## config.mk

```make
export PLATFORM = sky130hd
export DESIGN_NAME = umw_frame_serializer
export DESIGN_NICKNAME = d
export VERILOG_FILES = /design/src/rtl/umw_pkg.sv /design/src/rtl/umw_frame_fifo.sv /design/src/rtl/umw_frame_serializer.sv
export SDC_FILE = /design/constraint.sdc
export NUM_CORES = 1
export LEC_CHECK = 0
export BUFFER_PORTS_ARGS = -buffer_cell sky130_fd_sc_hd__buf_2
export CORE_MARGIN = 2
export CORE_UTILIZATION = 42
export DETAILED_ROUTE_END_ITERATION = 16
export PLACE_DENSITY = 0.56
export SLEW_MARGIN = 25
export SYNTH_ARGS = -nofsm -noshare
export SYNTH_HDL_FRONTEND = slang
export SYNTH_SLANG_ARGS = --single-unit
```

## constraint.sdc

```tcl
create_clock -name clk -period 2.8 [get_ports clk]
set_clock_uncertainty 0.05 [all_clocks]
set_input_delay 0.28 -clock clk [delete_from_list [all_inputs] [get_ports clk]]
set_output_delay 0.28 -clock clk [all_outputs]
set_load 0.05 [all_outputs]
```

## src/rtl/umw_pkg.sv

```systemverilog
// Shared element/frame types and FSM state encoding for the frame serializer.
package umw_pkg;

    localparam int unsigned ELEM_W = 3;
    localparam int unsigned N_ELEM = 3;
    localparam int unsigned DEPTH  = 4;

    typedef logic [0:ELEM_W-1] elem_t;
    typedef elem_t [0:N_ELEM-1] frame_t;

    typedef enum logic {
        IDLE,
        SEND
    } ser_state_e;

endpackage

```

## src/rtl/umw_frame_fifo.sv

```systemverilog
// First-word-fall-through frame FIFO with a registered full flag.
module umw_frame_fifo import umw_pkg::*; #(
    parameter int unsigned DEPTH   = umw_pkg::DEPTH,
    parameter type         entry_t = frame_t
) (
    input  logic                   clk,
    input  logic                   rst,
    input  logic                   push,
    input  entry_t                 wdata,
    input  logic                   pop,
    output entry_t                 rdata,
    output logic                   full,
    output logic                   empty,
    output logic [$clog2(DEPTH):0] level
);

    localparam int unsigned PTR_W = $clog2(DEPTH);
    localparam int unsigned LVL_W = PTR_W + 1;

    entry_t             mem [DEPTH];
    logic [PTR_W-1:0]   wr_ptr;
    logic [PTR_W-1:0]   rd_ptr;
    logic [LVL_W-1:0]   level_n;
    logic               do_push;
    logic               do_pop;

    assign do_push = push && !full;
    assign do_pop  = pop && !empty;
    assign empty   = (level == '0);
    assign rdata   = mem[rd_ptr];

    always_comb begin
        level_n = level;
        unique case ({do_push, do_pop})
            2'b10:   level_n = level + LVL_W'(1);
            2'b01:   level_n = level - LVL_W'(1);
            default: level_n = level;
        endcase
    end

    always_ff @(posedge clk) begin
        if (do_push) begin
            mem[wr_ptr] <= wdata;
        end
    end

    // full is registered from the next level, so it never sees a same-cycle pop
    always_ff @(posedge clk) begin
        if (rst) begin
            wr_ptr <= '0;
            rd_ptr <= '0;
            level  <= '0;
            full   <= 1'b0;
        end else begin
            if (do_push) begin
                wr_ptr <= wr_ptr + PTR_W'(1);
            end
            if (do_pop) begin
                rd_ptr <= rd_ptr + PTR_W'(1);
            end
            level <= level_n;
            full  <= (level_n == LVL_W'(DEPTH));
        end
    end

endmodule

```

## src/rtl/umw_frame_serializer.sv

```systemverilog
// Buffers whole frames and streams them out one element per beat with parity and last marker.
module umw_frame_serializer import umw_pkg::*; #(
    parameter int unsigned ELEM_W = umw_pkg::ELEM_W,
    parameter int unsigned N_ELEM = umw_pkg::N_ELEM,
    parameter int unsigned DEPTH  = umw_pkg::DEPTH
) (
    input  logic                        clk,
    input  logic                        rst,
    input  logic                        cap_valid,
    output logic                        cap_ready,
    input  logic [0:ELEM_W-1]           cap_data [0:N_ELEM-1],
    output logic                        out_valid,
    input  logic                        out_ready,
    output logic [0:ELEM_W-1]           out_data,
    output logic [$clog2(N_ELEM)-1:0]   out_idx,
    output logic                        out_last,
    output logic                        out_par,
    output logic [$clog2(DEPTH):0]      level,
    output logic                        stall_seen
);

    localparam int unsigned IDX_W = $clog2(N_ELEM);
    localparam logic [IDX_W-1:0] LAST_IDX = IDX_W'(N_ELEM - 1);

    typedef logic [0:ELEM_W-1] elem_lt;
    typedef elem_lt [0:N_ELEM-1] frame_lt;

    ser_state_e         state_q, state_n;
    logic [IDX_W-1:0]   idx_q, idx_n;
    frame_lt            frame_q, frame_n;
    frame_lt            cap_frame;
    frame_lt            head;
    elem_lt             elem_n;
    logic               pop;
    logic               full;
    logic               empty;

    always_comb begin
        cap_frame = '0;
        for (int unsigned i = 0; i < N_ELEM; i++) begin
            cap_frame[i] = cap_data[i];
        end
    end

    assign cap_ready = !full;

    umw_frame_fifo #(
        .DEPTH   (DEPTH),
        .entry_t (frame_lt)
    ) u_fifo (
        .clk   (clk),
        .rst   (rst),
        .push  (cap_valid),
        .wdata (cap_frame),
        .pop   (pop),
        .rdata (head),
        .full  (full),
        .empty (empty),
        .level (level)
    );

    always_comb begin
        state_n = state_q;
        idx_n   = idx_q;
        frame_n = frame_q;
        pop     = 1'b0;
        unique case (state_q)
            IDLE: begin
                if (!empty) begin
                    pop     = 1'b1;
                    frame_n = head;
                    idx_n   = '0;
                    state_n = SEND;
                end
            end
            SEND: begin
                if (out_ready) begin
                    if (idx_q == LAST_IDX) begin
                        idx_n = '0;
                        if (!empty) begin
                            pop     = 1'b1;
                            frame_n = head;
                        end else begin
                            state_n = IDLE;
                        end
                    end else begin
                        idx_n = idx_q + IDX_W'(1);
                    end
                end
            end
            default: state_n = IDLE;
        endcase
    end

    // Output element is selected from next-state values so data and parity register together
    always_comb begin
        elem_n = '0;
        if (state_n == SEND) begin
            elem_n = frame_n[idx_n];
        end
    end

    always_ff @(posedge clk) begin
        if (rst) begin
            state_q    <= IDLE;
            idx_q      <= '0;
            frame_q    <= '0;
            out_data   <= '0;
            out_par    <= 1'b0;
            out_last   <= 1'b0;
            stall_seen <= 1'b0;
        end else begin
            state_q  <= state_n;
            idx_q    <= idx_n;
            frame_q  <= frame_n;
            out_data <= elem_n;
            out_par  <= ^elem_n;
            out_last <= (state_n == SEND) && (idx_n == LAST_IDX);
            if (cap_valid && !cap_ready) begin
                stall_seen <= 1'b1;
            end
        end
    end

    assign out_valid = (state_q == SEND);
    assign out_idx   = idx_q;

endmodule
```

[Yosys cells after proc, flatten, opt, wreduce, memory -nomap -nowiden]
Memories as Yosys holds them, arrays and structs flattened. A register that Yosys moved wholly into a read port is not among the register bits.
Cells that the tools add are included.
Storage, ports and cells
  bits in writable memories: 36
  logic and storage cells: 59
  memories kept: 1
  bits in registers: 26
  input bits: 13
Memories
  u_fifo.mem: depth 4, bits a word 9, read ports 1, clocked after memory_dff 1, write ports 1, RTL line umw_frame_fifo.sv:20  | entry_t mem [DEPTH];
Cells by class
  add/subtract/negate cells: 5
  reductions and logical operators: 8
  bitwise operators: 2
  mux-type cells: 24
  equality and inequality tests: 5
  magnitude comparators: 1
Operators by type and width (number)
  9-bit 2-to-1 mux: 3
  9-bit one-hot mux with 2 select lines: 1
  2-bit 2-to-1 mux: 5
  3-bit 2-to-1 mux: 3
  1-bit 2-to-1 mux: 7
  2-bit by 1-bit adder with 2-bit output, second input constant: 3
  3-bit binary-select mux with 2-bit select: 1
  2-bit == test, second input constant: 3
  3-bit one-hot mux with 2 select lines: 1
  1-bit logical AND: 4
  1-bit one-hot mux with 2 select lines: 2
  2-bit one-hot mux with 2 select lines: 1
  3-bit by 1-bit adder with 3-bit output, second input constant: 1
  3-bit == test, second input constant: 1
  3-bit greater-or-equal comparator, second input constant: 1
  3-bit logical NOT: 1
  2-bit NOT with 3-bit output: 1
  3-bit XOR reduction: 1
  3-bit by 1-bit subtractor with 3-bit output, second input constant: 1
  2-bit by 1-bit == test with 1-bit output, second input constant: 1
  1-bit logical NOT: 2
  1-bit NOT: 1

[Depth between registers and ports, before layout]
Gate-level depths: netlist (run 1).
  depth after elaboration: 10
  depth in mapped cells: 10

[By module]
Synthesis (run 1) repeated with hierarchy kept, for this count alone.
Unflattened totals
  cells, all modules: 201
  area total of the unflattened synthesis: 2670.1 µm²
By module, submodules not included
  umw_frame_fifo: sequential area each 1281.2 µm², cells each 103, area each 1810.5 µm², times used 1
  umw_frame_serializer: sequential area each 360.3 µm², cells each 98, area each 859.6 µm², times used 1

[Worst setup path before layout (run 1)]
Ideal clock, no wire load.
  path type: register to register
  start point: register u_fifo.level[0]
  end point: register u_fifo.full
  arrival time: 2250 ps
  cell stages (with the launch flop): 11
  clock period less this slack: 2431 ps
  data required time: 2618 ps
  buffers on the path: 1
  setup slack: 369 ps
  path through: dfxtp_1 nor3_2 a21oi_4 buf_6 ha_1 inv_1 fa_1 xor2_1 nor2_1 xnor2_1 nor3_1
On the way
  cells in the longest elaborated chain, start to end: 9
Ends and longest elaborated chain
  from (decl): RTL line umw_frame_fifo.sv:14  | output logic [$clog2(DEPTH):0] level
  from (signal assigned): RTL line umw_frame_fifo.sv:61  | level <= level_n;
  3-bit logical NOT (*): RTL line umw_frame_fifo.sv:29  | assign empty = (level == '0);
  1-bit 2-to-1 mux: RTL line umw_frame_serializer.sv:69, umw_frame_serializer.sv:80
  1-bit 2-to-1 mux: RTL line umw_frame_serializer.sv:78  | if (idx_q == LAST_IDX) begin
  1-bit 2-to-1 mux: RTL line umw_frame_serializer.sv:77  | if (out_ready) begin
  1-bit one-hot mux with 2 select lines: RTL line umw_frame_serializer.sv:67  | unique case (state_q)
  1-bit logical AND (*): RTL line umw_frame_fifo.sv:28  | assign do_pop = pop && !empty;
  via u_fifo.do_pop: RTL line umw_frame_fifo.sv:25  | logic do_pop;
  2-bit by 1-bit == test with 1-bit output or 2-bit == test (tied branches): RTL line umw_frame_fifo.sv:34  | unique case ({do_push, do_pop})
  3-bit one-hot mux with 2 select lines (*): RTL line umw_frame_fifo.sv:34
  3-bit == test (*): RTL line umw_frame_fifo.sv:62  | full <= (level_n == LVL_W'(DEPTH));
  to (signal assigned): RTL line umw_frame_fifo.sv:62
  to (decl): RTL line umw_frame_fifo.sv:12  | output logic full,
The timed path passes the listed nets; every way through them passes the cells marked *.
A chain may end at the register's enable or synchronous reset.

==> impl_metrics.toml, run 1 <==
[place]
place_congestion = 0.689
hpwl_um = 2790
port_buffers = 25

[cells_and_area]
utilization_pct = 49.6
nNetsFinal = 221
drive_gt1_share_pct = 27.5
area_growth_syn_to_layout_pct = 15.2
n_antenna_cell = 0
nFillCells = 516

[yosys]
syn_avg_cell_area_um2 = 14.8
synthFlopType = "edfxtp_1"
yosys-top-cells-area = "edfxtp_1, dfxtp_1, mux4_2, mux2i_1, nor2_1"
synth_cell_types = 30
synth.ff_latch_count = 64
synth_edf_count = 36
yosysSeqAreaShare_pct = 65.2
netlist_area_um2 = 2520
synth_fp_nets = 189
syn_inst = 170
synth_top_area_share_pct = 42.9
synth_area_leader_cell = "edfxtp_1"
yosysMostFrequentCell = "edfxtp_1"
synth_commonest_cells = "edfxtp_1, dfxtp_1, nor2_1"
synthArstFlopShare_pct = 0
yosysWarnings = 0

[pwr]
p_per_area_nw_per_um2 = 1090
leakage_nw = 1.10
vdd_drop_max_v = 0.000601

[global_routing]
grt_pass1_vias = 1433
grt_overflow_total = 0
track_usage_pct = 14.6
grt_start_max_net_pins = 23
antenna_found_initial = 0
grt_pass1_wl_um = 6820

[floorplan]
die_y_um = 81.4
core.rowCount = 28
core_area_um2 = 5850
boundaryPins = 26
die-width_um = 81.4
dieArea_um2 = 6630
initial_core_util_pct = 43.0

[status]
status = "finished clean"

[critical_path]
path_max_fanout = 9
end_kind = "register"
critPathKind = "reg2reg"
cp-start-kind = "register"
crit_arrival_ps = 2440
critPathRequiredTime_ps = 3020

[routing]
ant_nets = 0
via_count = 1356
remaining_drc_errors = 0
firstDrtPassIters = 6
routedWlPerCell_um = 14.7
totalWireLength_um = 4140
drtIter0Drc = 93
avgViaCountPerCell = 4.81

[clock_tree]
cts_resized = 0
hold_buffers = 0
cts_tree = "done"
clkLatencyLatePin_ps = 330
cts_setup_buffers = 0
cts-root-buf = "clkbuf_8"
cts_buffers = 9
htree_levels = 3
clock_path_buffers = 2
cts.sinks = 64
clk_pin_slew_worst_paths_ps = 70

[min_path]
worst_hold_path_type = "in2reg"

[timing]
fmax_mhz = 451
setup_viol = 0
fin_setup_tns_ps = 0
slew_headroom_pct = 64.6
slew_violations = 0
period_needed_ps = 2220
rsz0062_at_grt = "false"
tightest_slew_ps = 530
hold_viol_final = 0
finalCritPeriodShare_pct = 79.2

[job]
cap_violations = 0
==> state kept, by name (all words and copies together), names as in the netlist, 2 cells and up, named ones only <==
signal and cells:
frame_q 9, u_fifo.level 3, out_data 3, u_fifo.rd_ptr 2, out_idx 2, u_fifo.mem 36, u_fifo.wr_ptr 2
==> where the power goes <==
| group | leakage, nW | internal (W) | switching (W) |
|---|---|---|---|
| Clock | 0.0920 | 0.000406 | 0.000342 |
| Combinational | 0.447 | 0.000486 | 0.000648 |
| Sequential | 0.560 | 0.00119 | 0.000101 |
==> worst max-delay path, cell delays in order (launching register included) <==
cell	delay [ps]
dfxtp_1	310
buf_4	210
mux4_2	520
mux2i_1	190
mux2i_1	100
a21oi_1	290
xor3_1	380
nor2_1	100
==> area by class of cell <==
class                           instances  area, um^2  share of cell area, %
Sequential cell                        64        1640                   56.6
Tap cell                               75        93.8                   3.24
Clock inverter                          6        60.1                   2.07
Multi-Input combinational cell         91         803                   27.7
Clock buffer                           10         128                   4.40
Inverter                                9        33.8                   1.16
Timing Repair Buffer                   27         140                   4.83
==> kinds of logic (layout without fill, tap and decap cells) <==
logic type      Yosys count  after routing  synth area share [%]
compound gates           11             11                  3.13
flops                    64             64                  65.2
fa+ha+maj                 6              6                  3.28
simple gates             45             45                  9.24
xor+xnor                  7              7                  3.03
mux                      22             22                  13.2
buf+inv                  15             52                  2.88
==> layer usage <==
layer  up-vias  global-route usage (%)  wire length [um]
li1        666                       -                 -
met1       655                    17.5              1830
met2        27                    23.5              2050
met3         8                    4.18               184
met4         0                    8.64                74
met5         -                       0                 0
==> path summary, 6_finish.rpt <==
| kind | slack, ps | startpoint | to | cells past startpoint |
|---|---|---|---|---|
| worst max-delay path | 580 | register | out_par | 7 |
| worst min register to register | 410 | stall_seen | stall_seen | 2 |
| worst max register to register | 580 | register | out_par | 7 |
| worst min-delay path | 110 | cap_data[2] | u_fifo.mem[2][2] | 1 |
==> per-stage QoR <==
step	cell area [um^2]	power, W	setup slack, ps	instances	hold slack (ps)
detailed placement	2710	0.00244	631	266	405
global route	2900	0.00338	426	282	98.0
CTS	2900	0.00321	553	282	96.9
floorplan	2520	0.00224	369	170	302
finish	2900	0.00317	582	282	110
global placement	2710	0.00241	677	266	393
==> layout by cell type, fill, tap and decap left out, types with 3 or more instances in the layout <==
master,instances
a21oi_1,4
and2_1,4
buf_2,25
clkbuf_8,9
clkinv_2,3
dfxtp_1,28
edfxtp_1,36
ha_1,5
inv_1,9
mux2i_1,13
mux4_2,9
nor2_1,24
nor2b_1,5
nor3_1,5
xnor2_1,3
xor2_1,3
(Power assumes the default switching activity.)
==> run 2, diff against run 1 <==
ABC_AREA = 1   (was not set)
PLACE_DENSITY = 0.58   (was 0.56)
clock period = 1.9 ns   (was 2.8 ns; I/O delays follow)
==> run 2 against run 1 <==
The run now ends with setup timing left; final cell count rose by 40%; setup slack lost 600 ps; first-iteration DRC count decreased by 33%; critical endpoint is now u_fifo.full.
==> impl_metrics.toml, run 2 <==
[cells_and_area]
largest_reg_flops = 36
drive_gt1_share_pct = 25.9
layoutNonFillerInstCount = 395
final_common_cell = "nand2_1"
top_regs = "u_fifo.mem (36), frame_q (9)"
area_growth_syn_to_layout_pct = 19.1
n_antenna_cell = 0
nNetsFinal = 334
regMostFlops = "u_fifo.mem"
mostFrequentLayoutCells = "nand2_1, edfxtp_1, nor2_1, buf_2, dfxtp_1"

[critical_path]
r2r-start = "out_idx[0]"
path_cells = "inv_2 > nand3_2 > nand2_1 > nand2_2 > inv_2 > ha_4 > inv_2 > fa_2 > a21oi_2 > o21ai_1 > nor2_1 > nor2_2 > and3_1"
crit_arrival_ps = 2100
end_kind = "register"
rr_endpoint = "u_fifo.full"
critPathRequiredTime_ps = 2080
critPathKind = "reg2reg"
crit_path_max_incr_delay_ps = 350
reg2reg_slack_ps = -20
reg2reg_depth = 13
cp_common_cell = "inv_2"
path_max_fanout = 4
cp-start-kind = "register"
crit_path_top_delay_cell = "dfxtp_4"
endpoint = "u_fifo.full"
crit_start = "out_idx[0]"

[status]
failed_checks = "setup timing"
status = "complete, but fails checks"

[timing]
slew_headroom_pct = 79.9
rsz0062_at_grt = "true"
period_needed_ps = 1920
fmax_mhz = 521
worst_slack_ps = -18.5
fin_setup_tns_ps = -18.5
hold_viol_final = 0
slew_violations = 0
finalCritPeriodShare_pct = 101
tightest_slew_ps = 301
setup_viol = 1

[clock_tree]
clk_pin_slew_worst_paths_ps = 70
cts_buffers = 9
cts_tree = "done"
cts-root-buf = "clkbuf_8"
clock_path_buffers = 2
clkLatencyLatePin_ps = 340
htree_levels = 3
cts.sinks = 64
hold_buffers = 0

[yosys]
syn_inst = 276
netlist_area_um2 = 2650
synthFlopType = "edfxtp_1"
synth_top_area_share_pct = 40.8
synth_cell_types = 28
synth_area_leader_cell = "edfxtp_1"
yosysSeqAreaShare_pct = 61.9
yosys-top-cells-area = "edfxtp_1, dfxtp_1, nand2_1, nor2_1, a21oi_1"
synth_fp_nets = 295
yosysMostFrequentCell = "nand2_1"
synth.ff_latch_count = 64
synth_edf_count = 36
synth_commonest_cells = "nand2_1, edfxtp_1, nor2_1"
synthArstFlopShare_pct = 0
yosysWarnings = 0
syn_avg_cell_area_um2 = 9.61

[place]
port_buffers = 25
place_congestion = 0.734
place_inst = 379
hpwl_um = 3360

[floorplan]
core.rowCount = 28
die-width_um = 83.5
core_area_um2 = 6030
dieArea_um2 = 6960
initial_core_util_pct = 44.0
die_y_um = 83.5
boundaryPins = 26

[pwr]
leakage_nw = 1.34
p_per_area_nw_per_um2 = 1610
vdd_drop_max_v = 0.000894
finalPower_w = 0.00509

[routing]
avgViaCountPerCell = 4.78
m1WireLength_um = 2280
remaining_drc_errors = 0
via_count = 1889
met3_length_um = 213
firstDrtPassIters = 4
routedWlPerCell_um = 12.3
ant_nets = 0
totalWireLength_um = 4880
wl_met2_um = 2270
drtIter0Drc = 62
top_layer_used = "met4"

[global_routing]
grt_start_max_net_pins = 17
grt_pass1_wl_um = 8450
antenna_found_initial = 0
grt_overflow_total = 0
grt_pass1_vias = 1865
track_usage_pct = 15.6

[job]
cap_violations = 0

[min_path]
worst_hold_path_type = "in2reg"
-- run 2: cell types whose count changed in the layout (fill, tap and decap cells not counted), moves of 9 or more --
cell     before  now
inv_2         0    9
nand3_1       0   15
nand2_1       2   63
nor2_1       24   33
a21oi_1       4   20
mux4_2        9    0
mux2i_1      13    0
buf_4         2   11
inv_1         9   19
-- run 2: layout make-up --
type,count,area [um^2]
repair buffers,36,208
well taps,75,93.8
inverters,31,125
clock buffers,12,145
fillers,563,2870
multi-input cells,173,876
flip-flops and latches,64,1660
clock inverters,4,45.0
-- run 2: per-layer routing --
metal | track usage (%) | up-vias
met5 | 0 | -
met4 | 7.92 | 0
met3 | 4.75 | 10
met2 | 24.8 | 37
met1 | 19.4 | 859
li1 | - | 983
-- run 2: metrics by stage --
stage / cell area (um^2) / setup slack, ps / hold WS, ps / util (%)
after floorplan: 2710 / -72.0 / 239 / -
after global placement: 2960 / 74.4 / 356 / 49.1
after detailed placement: 2960 / 44.2 / 360 / 49.1
after CTS: 3150 / 20.5 / 0.624 / 52.3
after global routing: 3160 / -164 / 5.83 / 52.4
final: 3160 / -18.5 / 17.9 / 52.4
-- run 2: kinds of logic (layout without fill, tap and decap cells) --
kind of cell	count (synthesis)	in the layout	synth area share, %
simple gates	124	124	20.0
flops	64	64	61.9
compound gates	42	42	8.49
xor+xnor	1	1	0.330
buf+inv	39	83	6.14
fa+ha+maj	6	6	3.11
-- run 2: worst min-delay path by stage --
stage                start               end  slack [ps]  cells after the start
2_1_floorplan  cap_data[0]  u_fifo.mem[0][0]         240                      0
5_1_grt        cap_data[7]  u_fifo.mem[1][7]           6                      1
4_1_cts        cap_data[8]  u_fifo.mem[2][8]         0.6                      1
3_5_place_dp   cap_data[7]  u_fifo.mem[1][7]         360                      1
6_report       cap_data[7]  u_fifo.mem[1][7]          20                      1
3_3_place_gp   cap_data[0]  u_fifo.mem[3][0]         360                      1
-- run 2: power breakdown --
part	switching [W]	internal, W
Combinational	0.00138	0.000678
Clock	0.000490	0.000636
Sequential	0.000125	0.00178
-- run 2: worst max-delay path, delay by kind of cell (launching register included) --
| family | cells | cell delay [ps] |
|---|---|---|
| simple gates | 6 | 520 |
| fa+ha+maj | 2 | 480 |
| flops | 1 | 350 |
| compound gates | 2 | 240 |
| buf+inv | 3 | 180 |
-- run 2: what timing repair did --
item | in CTS | in global routing
buffers inserted | 0 | 0
endpoints found under the setup margin | 0 | 1
gates resized for setup | 0 | 2
